File: src/rtl/acc_drain_requant.sv
// Drains one accumulator column bank: reads and clears each entry, requantises the psum to a
// saturated signed OUT_WIDTH value and streams it out over valid/ready.
module acc_drain_requant #(
  parameter int ACC_WIDTH   = 32,
  parameter int DEPTH       = 12,
  parameter int ADDR_W      = 4,
  parameter int MULT_WIDTH  = 16,
  parameter int SHIFT_WIDTH = 5,
  parameter int OUT_WIDTH   = 8
) (
  input  logic                          clk,
  input  logic                          rst,
  input  logic                          start,
  input  logic signed [MULT_WIDTH-1:0]  cfg_mult,
  input  logic        [SHIFT_WIDTH-1:0] cfg_shift,
  input  logic signed [OUT_WIDTH-1:0]   cfg_zp,
  output logic                          busy,
  output logic                          done,
  output logic        [ADDR_W-1:0]      bank_addr,
  input  logic signed [ACC_WIDTH-1:0]   bank_rd_data,
  output logic                          bank_wr_en,
  output logic                          bank_acc_mode,
  output logic signed [ACC_WIDTH-1:0]   bank_psum,
  output logic                          out_valid,
  input  logic                          out_ready,
  output logic signed [OUT_WIDTH-1:0]   out_data,
  output logic                          out_last
);

  localparam int PROD_W = ACC_WIDTH + MULT_WIDTH;
  localparam int EXT_W  = PROD_W + 1;
  localparam logic [ADDR_W-1:0] LAST_ADDR = ADDR_W'(DEPTH - 1);
  localparam logic signed [EXT_W-1:0] OUT_MAX = EXT_W'((2 ** (OUT_WIDTH - 1)) - 1);
  localparam logic signed [EXT_W-1:0] OUT_MIN = EXT_W'(-(2 ** (OUT_WIDTH - 1)));

  typedef enum logic [1:0] {S_IDLE, S_DRAIN, S_FLUSH, S_DONE} state_t;

  state_t                         r_state;
  logic signed [MULT_WIDTH-1:0]   r_mult;
  logic        [SHIFT_WIDTH-1:0]  r_shift;
  logic signed [OUT_WIDTH-1:0]    r_zp;
  logic signed [ACC_WIDTH-1:0]    r_acc_p0;
  logic                           r_vld_p0;
  logic                           r_last_p0;
  logic signed [PROD_W-1:0]       r_prod_p1;
  logic                           r_vld_p1;
  logic                           r_last_p1;

  logic                           w_adv;
  logic                           w_hs_last;
  logic signed [PROD_W-1:0]       w_acc_ext;
  logic signed [PROD_W-1:0]       w_mult_ext;

  // Round half up, then arithmetic right shift; one guard bit keeps the rounding add exact.
  function automatic logic signed [EXT_W-1:0] round_shift(
    input logic signed [PROD_W-1:0]  prod,
    input logic        [SHIFT_WIDTH-1:0] sh
  );
    logic signed [EXT_W-1:0] v_ext;
    v_ext = EXT_W'(prod);
    if (sh == '0)
      return v_ext;
    return (v_ext + (EXT_W'(1) <<< (sh - SHIFT_WIDTH'(1)))) >>> sh;
  endfunction

  function automatic logic signed [OUT_WIDTH-1:0] saturate(
    input logic signed [EXT_W-1:0] v
  );
    if (v > OUT_MAX)
      return OUT_MAX[OUT_WIDTH-1:0];
    if (v < OUT_MIN)
      return OUT_MIN[OUT_WIDTH-1:0];
    return v[OUT_WIDTH-1:0];
  endfunction

  assign w_adv         = !out_valid | out_ready;
  assign w_hs_last     = out_valid & out_ready & out_last;
  assign bank_wr_en    = (r_state == S_DRAIN) & w_adv;
  assign bank_acc_mode = 1'b0;
  assign bank_psum     = '0;
  assign w_acc_ext     = PROD_W'(r_acc_p0);
  assign w_mult_ext    = PROD_W'(r_mult);

  always_ff @(posedge clk or posedge rst) begin
    if (rst) begin
      r_state   <= S_IDLE;
      busy      <= 1'b0;
      done      <= 1'b0;
      bank_addr <= '0;
    end else begin
      case (r_state)
        S_IDLE: begin
          done <= 1'b0;
          if (start) begin
            r_state   <= S_DRAIN;
            busy      <= 1'b1;
            bank_addr <= '0;
          end
        end
        S_DRAIN: begin
          if (w_adv) begin
            if (bank_addr == LAST_ADDR) begin
              r_state   <= S_FLUSH;
              bank_addr <= '0;
            end else begin
              bank_addr <= bank_addr + 1'b1;
            end
          end
        end
        S_FLUSH: begin
          if (w_hs_last) begin
            r_state <= S_DONE;
            busy    <= 1'b0;
            done    <= 1'b1;
          end
        end
        S_DONE: begin
          r_state <= S_IDLE;
          done    <= 1'b0;
        end
        default: r_state <= S_IDLE;
      endcase
    end
  end

  // Configuration is frozen for the whole sweep
  always_ff @(posedge clk) begin
    if (r_state == S_IDLE && start) begin
      r_mult  <= cfg_mult;
      r_shift <= cfg_shift;
      r_zp    <= cfg_zp;
    end
  end

  // Stage p0: capture read data; stage p1: full-width product
  always_ff @(posedge clk) begin
    if (w_adv) begin
      r_acc_p0  <= bank_rd_data;
      r_prod_p1 <= w_acc_ext * w_mult_ext;
    end
  end

  // Stage p2: output register; the whole pipe stalls together so nothing is lost or repeated
  always_ff @(posedge clk or posedge rst) begin
    if (rst) begin
      r_vld_p0  <= 1'b0;
      r_last_p0 <= 1'b0;
      r_vld_p1  <= 1'b0;
      r_last_p1 <= 1'b0;
      out_valid <= 1'b0;
      out_last  <= 1'b0;
      out_data  <= '0;
    end else if (w_adv) begin
      r_vld_p0  <= (r_state == S_DRAIN);
      r_last_p0 <= (bank_addr == LAST_ADDR);
      r_vld_p1  <= r_vld_p0;
      r_last_p1 <= r_last_p0;
      out_valid <= r_vld_p1;
      out_last  <= r_vld_p1 & r_last_p1;
      out_data  <= r_vld_p1 ? saturate(round_shift(r_prod_p1, r_shift) + EXT_W'(r_zp)) : '0;
    end
  end

endmodule

File: config.mk
export PLATFORM = sky130hd
export DESIGN_NAME = acc_drain_requant
export DESIGN_NICKNAME = d
export VERILOG_FILES = /design/src/rtl/acc_drain_requant.sv
export SDC_FILE = /design/constraint.sdc
export NUM_CORES = 2
export LEC_CHECK = 0
export ABC_CLOCK_PERIOD_IN_PS = 13200
export CAP_MARGIN = 15
export CORE_MARGIN = 3
export CORE_UTILIZATION = 30
export CTS_BUF_LIST = sky130_fd_sc_hd__clkbuf_16
export DETAILED_ROUTE_END_ITERATION = 12
export GPL_TIMING_DRIVEN = 1
export PLACE_DENSITY = 0.51
export SYNTH_ARGS = -nofsm -noshare
export SYNTH_HDL_FRONTEND = slang
export SYNTH_SLANG_ARGS = --single-unit
File: constraint.sdc
create_clock -name clk -period 13.2 [get_ports clk]
set_clock_uncertainty 0.1 [all_clocks]
set_input_delay 2.64 -clock clk [delete_from_list [all_inputs] [get_ports clk]]
set_output_delay 2.64 -clock clk [all_outputs]
set_load 0.05 [all_outputs]
==> out/qor.txt <==
Clock Sink Count: 131
Unique masters post-synth: 96
Mean Syn Cell Area: 8.68 sq um
fraction of layout instances using a drive strength above 1: 0.0484
First-pass DRT Iterations: 5
Final Slew Violations: 0
vias in the first global route: 27200
placed insts: 5090
Syn Inst Count: 3752
core region area: 107000 sq um
CTS Buffer Depth: 2
Worst setup SP type: register
Main synth FF type: edfxtp_1
hold buffer count at CTS: 0
number of buffers created by CTS: 17
register area share after synthesis: 0.117
worst r2r path cells: 32
final hold vios: 0
synthesized flop and latch total: 131
Fin Setup TNS: 0 ps
FMAX: 97.1 MHz
CTS clk-pin slew, worst paths: 80 ps
Final setup viols: 0
HP Class: reg -> reg
critical path's largest stage delay: 600 ps
part of the cycle the worst path needs: 0.780
Worst Path Arrival: 10560 ps
Crit path top cell by count: nor2_1
CP endpoint kind: register
Vias: 27000
port buffer count: 81
Post-synth EDFFs: 109
cell family with most CP delay: compound AO/OA/AOI/OAI gates
clock latency on the worst-skew pair: 490 ps
nets: 4458
critical path depth: 32
Slowest-stage cell, CP: a21oi_1
DRC: 0
Initial Utilization: 0.303
Worst Path Max Fanout: 48
max_cap viols: 0
Root Buffer: clkbuf_16
# Post-CTS Setup Buffers: 0
Rows: 120
met3 usage: 0.0273
Post-synth ARST share: 0.168
most common cell after layout, fill and taps aside: inv_1
initial antenna violation count: 2
CP Class: reg -> reg
Yosys Warn Count: 0
gr usage total: 0.189
minimum clock period after layout: 10300 ps
most frequent cells in the layout: inv_1 (555), nand2_1 (519), fa_1 (488)
die extent in y: 335 um
TritonCTS clock tree: yes
largest net degree at the start of global routing: 49
hold path cells: 2
Routed wire per std cell: 20.6 um
post-synthesis instance area: 32600 sq um
Relative slew margins: 0.325
WP data required: 13460 ps
CTS H-Tree Depth: 4
RSZ-0062 raised after global routing: no
met2 Use GR: 0.293
CP bufs+invs: 3
final antenna-violating net count: 0
GPL Wtd Cong: 0.971
Post-CTS Resized: 0
global route overflow: 0
chip width: 335 um
status: finished, final reports clean
Slew @ Worst Pin: 1010 ps
final WL: 106000 um
# IOs: 115
DRT iter0 DRCs: 2016
gr busiest metal: met2
Syn-to-layout area delta: 8.15%
Via density: 5.27
final std cells w/o fill: 5123
HPWL after DPL: 82400 um
Die ar.: 113000 sq um
global-route wire length before repair: 164000 um
GR Layer Usage met1: 0.271
==> worst paths after layout <==
check | slack (ps) | endpoint | startpoint
max | 2900 | out_data[4] | r_shift[2]
min reg2reg | 380 | r_last_p1 | r_last_p0
max reg2reg | 2900 | out_data[4] | r_shift[2]
max in group asynchronous | 9910 | busy | rst
min in group asynchronous | 2520 | out_data[0] | rst
min | 380 | r_last_p1 | r_last_p0
==> cell type report <==
| cell class | count | area, sq um |
|---|---|---|
| Fill cell | 11300 | 72100 |
| Multi-Input combinational cell | 2869 | 25800 |
| Sequential cell | 131 | 3820 |
| Inverter | 559 | 2100 |
| Tap cell | 1403 | 1760 |
| Timing Repair Buffer | 128 | 1160 |
| Clock buffer | 20 | 500 |
| Clock inverter | 12 | 90.1 |
| Antenna cell | 1 | 2.50 |
==> worst register-to-register path: cells and delay by family (launching register included) <==
kind,cells,cell delay (ps)
DFF,1,360
and+or+nand+nor,11,3320
AOI/OAI and AO/OA,14,4560
xor gates and xnor gates,1,260
buffers and inverters,3,560
adders and majority gates,3,980
==> routing by layer <==
metal / vias to the layer above / share of wire
li1: 12400 / -
met1: 13500 / 0.46
met2: 922 / 0.45
met3: 135 / 0.058
met4: 4 / 0.026
met5: - / 0.00021
==> state kept, by name, indices dropped and copies added, names as in the netlist, 2 cells and up <==
register and cells:
bank_addr 4, out_data 8, r_acc_p0 32, r_mult 16
r_prod_p1 48, r_shift 5, r_state 2, r_zp 8
==> synth_stat cells (29+ instances only) <==
| cell | instances | area, sq um |
|---|---|---|
| o211ai_1 | 43 | 323 |
| nor2_1 | 175 | 657 |
| nor3_1 | 43 | 215 |
| nand2_1 | 519 | 1950 |
| clkbuf_1 | 163 | 612 |
| ha_1 | 199 | 2490 |
| mux4_2 | 42 | 946 |
| o21ai_0 | 115 | 576 |
| and3_1 | 29 | 181 |
| xnor2_1 | 87 | 762 |
| a21o_1 | 64 | 480 |
| a21oi_1 | 175 | 876 |
| nand4_1 | 38 | 238 |
| mux2i_1 | 48 | 480 |
| nand2b_1 | 46 | 288 |
| edfxtp_1 | 109 | 3270 |
| fa_1 | 488 | 9770 |
| nand3_1 | 54 | 270 |
| a211oi_1 | 46 | 345 |
| inv_1 | 556 | 2090 |
| and2_1 | 185 | 1160 |
| buf_4 | 34 | 255 |
| xor2_1 | 40 | 350 |
==> per-stage QoR <==
step,utilization,setup slack (ps),hold slack (ps),area (sq um)
floorplan,-,4420,340,32700
global placement,0.323,3110,355,34600
detailed placement,0.323,3080,368,34600
CTS,0.328,3010,384,35200
global route,0.328,2310,398,35200
finish,0.328,2900,377,35200
==> kinds of logic after synthesis <==
family | synth area share
fa+ha+maj | 0.376
other cells | 0.000115
compound gates | 0.155
mux | 0.0486
flops | 0.117
xor+xnor | 0.0342
simple gates | 0.173
buf+inv | 0.0947
Power is left out: the tool's default activity adds up to more than one toggle a clock period on the data nets, which glitch-free logic cannot reach.
